===== config.mk =====
export PLATFORM = sky130hd
export DESIGN_NAME = instruction_fetch_unit
export DESIGN_NICKNAME = d
export VERILOG_FILES = /design/src/rtl/instruction_fetch_unit.sv
export SDC_FILE = /design/constraint.sdc
export NUM_CORES = 1
export LEC_CHECK = 0
export BUFFER_PORTS_ARGS = -buffer_cell sky130_fd_sc_hd__buf_4
export CORE_UTILIZATION = 45
export DETAILED_ROUTE_END_ITERATION = 8
export PLACE_DENSITY = 0.72
export REMOVE_ABC_BUFFERS = 1
export SETUP_SLACK_MARGIN = 0.02
export SLEW_MARGIN = 20
export SYNTH_ARGS = -nofsm -noshare
export SYNTH_HDL_FRONTEND = slang
export SYNTH_SLANG_ARGS = --single-unit

===== constraint.sdc =====
create_clock -name clk -period 1.6 [get_ports clk]
set_input_delay 0.16 -clock clk [delete_from_list [all_inputs] [get_ports clk]]
set_output_delay 0.16 -clock clk [all_outputs]
set_load 0.02 [all_outputs]

===== src/rtl/instruction_fetch_unit.sv =====
// instruction_fetch_unit
// Program counter and fetch stage. Drives a byte address to a registered-read
// instruction memory (1-cycle latency) and captures the returned word into an
// IF/ID register for the decoder. Handles sequential advance (+2), decoder
// stall, branch redirect with wrong-path squash, and HALT detection.
//
// Optional feature macro: FETCH_PERF_CNT_EN
//   Adds instr_count, a saturating count of instructions consumed by decode.
//
// Ports:
//   clk            in   system clock, rising edge
//   reset_n        in   asynchronous active-low reset
//   imem_addr      out  byte address to instruction memory (combinational)
//   imem_data      in   word returned by memory for last cycle's address
//   stall          in   decode cannot accept; hold output register
//   branch_taken   in   redirect fetch this cycle
//   branch_target  in   redirect byte address (bit 0 forced to 0)
//   instr          out  captured instruction
//   instr_pc       out  byte address of instr
//   instr_valid    out  instr/instr_pc hold a valid, non-squashed instruction
//   halted         out  HALT word captured; fetch frozen until reset
//   instr_count    out  (FETCH_PERF_CNT_EN only) consumed-instruction count
module instruction_fetch_unit #(
  parameter int                ADDR_W    = 8,
  parameter int                DATA_W    = 16,
  parameter logic [ADDR_W-1:0] RESET_PC  = '0,
  parameter logic [DATA_W-1:0] HALT_WORD = '0
) (
  input  logic              clk,
  input  logic              reset_n,
  output logic [ADDR_W-1:0] imem_addr,
  input  logic [DATA_W-1:0] imem_data,
  input  logic              stall,
  input  logic              branch_taken,
  input  logic [ADDR_W-1:0] branch_target,
  output logic [DATA_W-1:0] instr,
  output logic [ADDR_W-1:0] instr_pc,
  output logic              instr_valid,
  output logic              halted
`ifdef FETCH_PERF_CNT_EN
  ,
  output logic [15:0]       instr_count
`endif
);

  typedef enum logic {RUN, HALTED} state_t;

  state_t            state;
  logic [ADDR_W-1:0] fetch_pc;
  logic [ADDR_W-1:0] req_pc;
  logic              req_valid;

  // Branch redirect wins. On stall (or once halted) the memory re-reads the
  // address it sampled last edge so the in-flight word is presented again.
  always_comb begin
    imem_addr = fetch_pc;
    if (state == RUN && branch_taken)
      imem_addr = branch_target & ~ADDR_W'(1);
    else if (stall || state == HALTED)
      imem_addr = req_pc;
  end

  always_ff @(posedge clk or negedge reset_n) begin
    if (!reset_n) begin
      state       <= RUN;
      fetch_pc    <= RESET_PC;
      req_pc      <= RESET_PC;
      req_valid   <= 1'b0;
      instr       <= '0;
      instr_pc    <= '0;
      instr_valid <= 1'b0;
      halted      <= 1'b0;
    end else if (state == RUN) begin
      req_pc    <= imem_addr;
      req_valid <= 1'b1;
      fetch_pc  <= imem_addr + ADDR_W'(2);
      if (branch_taken) begin
        // Word arriving this edge is wrong-path; drop it, even if it is HALT.
        instr_valid <= 1'b0;
      end else if (!stall) begin
        if (req_valid) begin
          instr       <= imem_data;
          instr_pc    <= req_pc;
          instr_valid <= 1'b1;
          if (imem_data == HALT_WORD) begin
            halted <= 1'b1;
            state  <= HALTED;
          end
        end else begin
          instr_valid <= 1'b0;
        end
      end
    end else begin
      // Halted: fetch frozen, branches ignored; the HALT word remains
      // presented to decode until decode accepts it.
      req_valid <= 1'b0;
      if (!stall)
        instr_valid <= 1'b0;
    end
  end

`ifdef FETCH_PERF_CNT_EN
  always_ff @(posedge clk or negedge reset_n) begin
    if (!reset_n)
      instr_count <= '0;
    else if (instr_valid && !stall && instr_count != 16'hFFFF)
      instr_count <= instr_count + 16'd1;
  end
`endif

endmodule


# After elaboration in Yosys (flattened, before gate mapping)
# Index checks and enable logic that the tools add are counted.
[classes] add_sub_neg=1 n_eq_ne=2 mux=13 n_bitwise=3 n_reduce_logical=6
[ops] op="logical NOT 16 bit" count=1
[ops] op="2-to-1 mux 8 bit" count=2
[ops] op="2-to-1 mux 1 bit" count=11
[ops] op="adder 8 x 2 -> 8 bit (second input constant)" count=1
[ops] op="AND reduction 5 bit" count=1
[ops] op="AND reduction 4 bit" count=1
[ops] op="inverter 1 bit" count=3
[ops] op="inequality test 2 x 1 -> 1 bit (second input constant)" count=1
[ops] op="inequality test 2 bit (second input constant)" count=1
[ops] op="AND reduction 2 bit" count=1
[ops] op="logical AND 1 bit" count=1
[ops] op="logical OR 1 bit" count=1
[word_totals] register_bits=44 input_bits=28 elab_cells=33

# Longest topological paths before layout
[depth] ltp_word=6 ltp_mapped=9 mapped_depth_nobuf=8

# Worst setup path after synthesis
# No wires, ideal clock.
[synth_timing] path_type="register to register" start="register state" end="register fetch_pc[7]" setup_time_ps=77 arrival_ps=1912 t_required_ps=1523 slack_ps=-389 path_stages_with_launch=10 path_buffers=1 cell_sequence="dfrtp_1 > buf_6 > nor4b_1 > a21oi_1 > nand2_1 > ha_1 > nor3b_2 > nand4_1 > xor2_1 > o21ai_1"
[synth_between] elab_chain_cells=4 word_cells_on_any_way=6 classes_between="add/sub: 1; mux: 2; bitwise: 1; reduce/logical: 2"
[synth_rtl] element="from (decl)" line="48" rtl="state_t state;"
[synth_rtl] element="from (signal assigned)" line="65" rtl="state <= RUN;"
[synth_rtl] element="from (signal assigned)" line="87" rtl="state <= HALTED;"
[synth_rtl] element="logical OR 1 bit or inverter 1 bit (tied branches)"
[synth_rtl] element="2-to-1 mux 8 bit or logical AND 1 bit (tied branches)" line="59, 57"
[synth_rtl] element="2-to-1 mux 8 bit (*)" line="57" rtl="if (state == RUN && branch_taken)"
[synth_rtl] element="via imem_addr[2]" line="31" rtl="output logic [ADDR_W-1:0] imem_addr,"
[synth_rtl] element="adder 8 x 2 -> 8 bit (*)" line="76" rtl="fetch_pc <= imem_addr + ADDR_W'(2);"
[synth_rtl] element="to (signal assigned)" line="76"
[synth_rtl] element="to (decl)" line="49" rtl="logic [ADDR_W-1:0] fetch_pc;"
# Mark *: on every way through the listed nets, which the timed path passes. The rest lies on a longest branch.
# A chain may end at the register's enable or synchronous reset.

# Worst setup path after layout
[layout_timing] start="register state" end="register fetch_pc[7]"
[layout_between] elab_chain_cells=4 word_cells_on_any_way=6 classes_between="add/sub: 1; mux: 2; bitwise: 1; reduce/logical: 2"
[layout_rtl] element="logical OR 1 bit or inverter 1 bit (tied branches)"
[layout_rtl] element="2-to-1 mux 8 bit or logical AND 1 bit (tied branches)" line="59, 57"
[layout_rtl] element="2-to-1 mux 8 bit" line="57"
[layout_rtl] element="adder 8 x 2 -> 8 bit" line="76"
# Several ways; a longest one is shown, not always the timed one.

==> reports/metrics.csv <==
stage;metric;value;unit
synthesis;synth_flop_cell;dfrtp_1;
power;vdd_ir_drop_max;0.000740;V
timing;timing.fmax;470;MHz
outcome;violations;setup timing;
drt;drtAntennaViolNets;0;
drt;dr.pass1.iters;4;
timing;final.setup.worst_slack;-0.528;ns
worst_hold_path;hold_path_class;in -> reg;
power;power_leakage;1.63;nW
timing;max_slew_margin;63.4;%
synthesis;ys_seq_elements;43;
clock_network;cts_made_buffers;5;
synthesis;synth_commonest_cells;dfrtp_1 (43), mux2_2 (25), nand2_1 (13);
clock_network;cts_sinks;43;
synthesis;postSynthAreaPerCell;12.7;um2
clock_network;clk_pin_slew;0.09;ns
synthesis;synth_most_common_cell;dfrtp_1;
clock_network;cts_buffer_depth;2;
synthesis;netlist_instances;152;
synthesis;synth_edf_count;0;
critical_path;rr_worst_depth;7;
floorplanning;core-area;0.00406;mm2
critical_path;critical_path.max_fanout;7;
drt;viasPerCell;5.59;
timing;setup_viol;38;
critical_path;crit_required;1.80;ns
global_route;grt_pass1_vias;1842;
placement;io_buffers;60;
drt;wire_per_inst;22.0;um
synthesis;ys_top_cells_by_area;dfrtp_1 (56%), mux2_2 (15%), nand2_1 (2.5%);
floorplanning;die_h;67.5;um
timing;report.final.hold_viol_count;0;
synthesis;synth_cell_types;39;
clock_network;cts_tree;done;
placement;dp_hpwl;3.52;mm
global_route;globalRouteTotalUtil;29.1;%
timing;tns;-6.42;ns
synthesis;seq_area_frac_synth;55.8;%
power;p_per_area;638;mW/mm2
power;p_total;2.14;mW
placement;gp_congestion;0.896;
final_layout;num_antenna_cells;0;
final_layout;nNetsFinal;292;
drt;wl;6.91;mm
drt;first_iter_violations;99;
critical_path;end_kind;flip-flop;
final_layout;fill_cells;218;
global_route;globalRouteOverflowTotal;0;
final_layout;post-route-util;82.8;%
floorplanning;num_io_pins;62;
synthesis;yosys_warnings;0;
worst_hold_path;holdPathStages;3;
critical_path;worstSetupPathType;reg -> reg;
clock_network;h-tree-depth;2;
timing;fin_crit_sh;133;%
floorplanning;die-width;67.5;um
clock_network;worst_skew_pair.late_latency;0.31;ns
timing;finalMaxSlewViolations;0;
timing;fin_skew;0.00842;ns
global_route;grt_max_degree;44;
synthesis;syn_area;0.00193;mm2
timing;worst_pin_slew;0.549;ns
drt;drc_errors;0;
critical_path;rrSetupSlack;-0.53;ns
synthesis;yosysTopAreaCellShare;55.8;%
floorplanning;rows;23;
critical_path;critPathLaunchType;flip-flop;
critical_path;cp.arrival;2.33;ns
synthesis;async_reset_ff_share;100;%
global_route;antenna_found_initial;0;
clock_network;cts-root-buf;clkbuf_8;
final_layout;synthToLayoutAreaGrowth;74.1;%
floorplanning;initial_utilization;47.5;%
outcome;status;finished, violations left;
floorplanning;die_area;0.00455;mm2
timing;period_needed;2.13;ns
drt;vias;1755;
timing;rsz0062_at_grt;true;
synthesis;synth_top_cell_by_area;dfrtp_1;
job;maxCapViolCount;0;
final_layout;drive_gt1_share;66.3;%
global_route;grt_pass1_wl;9.32;mm
layout make-up:
| type | instances | area [um2] | area share (%) |
|---|---|---|---|
| flip-flops and latches | 43 | 1080 | 32.1 |
| multi-input cells | 98 | 1060 | 31.5 |
| repair buffers | 110 | 1020 | 30.5 |
| clock buffers | 6 | 82.6 | 2.46 |
| well taps | 50 | 62.6 | 1.86 |
| clock inverters | 2 | 35.0 | 1.04 |
| inverters | 5 | 18.8 | 0.559 |
layout by cell type, fill, tap and decap left out, types with 3 or more instances in the layout:
| master | netlist | routed |
|---|---|---|
| buf_4 | 2 | 83 |
| dfrtp_1 | 43 | 42 |
| mux2_4 | 0 | 24 |
| buf_6 | 3 | 17 |
| nand2_1 | 13 | 11 |
| clkbuf_8 | 0 | 6 |
| a22oi_2 | 0 | 5 |
| buf_12 | 0 | 5 |
| inv_1 | 4 | 4 |
| nor4_1 | 5 | 4 |
| nor2_1 | 4 | 3 |
| nand4_1 | 3 | 3 |
| o21ai_1 | 3 | 3 |
layer usage:
metal  global-route usage (%)  vias up  wire length (um)
met5                        0        -                 0
met4                     11.2        0               242
met3                     6.25       27               320
met2                     51.5       67              3680
met1                     34.1      887              2670
li1                         -      774                 -
what timing repair did:
action	CTS	global route
hold buffers	1	0
endpoints found under the hold margin	43	0
setup buffers	18	8
endpoints found under the setup margin	38	38
pin swaps	19	10
resized for setup	60	23
cloned	3	1
cells by family (layout without fill, tap and decap cells):
logic type	after synthesis	in the layout	synth area share, %
compound gates	25	25	9.40
flops	43	43	55.8
xor+xnor	4	4	1.82
simple gates	41	41	13.0
buf+inv	11	123	3.70
mux	27	27	15.6
fa+ha+maj	1	1	0.648
power breakdown:
group | switching (mW) | internal, mW
registers | 0.000867 | 1.09
logic | 0.0751 | 0.0719
clock network | 0.404 | 0.506
final timing paths:
path / start / to
min in group asynchronous: reset_n / fetch_pc[4]
setup reg to reg: state / fetch_pc[7]
max in group asynchronous: reset_n / state
setup / recovery: state / fetch_pc[7]
hold reg to reg: halted / halted
hold / removal: branch_target[5] / req_pc[5]
state kept, by name, indices dropped and copies added, names as in the netlist:
| register | cells |
|---|---|
| halted | 1 |
| fetch_pc | 8 |
| state | 1 |
| req_valid | 1 |
| instr_pc | 8 |
| instr | 16 |
| instr_valid | 1 |
| req_pc | 7 |
metrics by stage:
stage | cell area [um2] | setup WS (ns) | hold slack, ns | cells
after floorplan | 1880 | -0.635 | -0.136 | 146
after global placement | 2600 | -0.168 | 0.170 | 281
after detailed placement | 2600 | -0.320 | 0.186 | 281
after CTS | 3220 | -0.199 | 0.0766 | 310
after global routing | 3360 | -0.570 | 0.0741 | 314
final | 3360 | -0.528 | 0.0834 | 314
worst max-delay path, cell delays in order, from the launching register on:
cell and delay, ns:
dfrtp_2 0.52, o41ai_4 0.29, a221o_1 0.24, ha_4 0.17, nor3b_4 0.24, nand4_1 0.19
xor2_1 0.26, o21ai_1 0.10
Note: power is estimated with default switching activity, not from simulation.
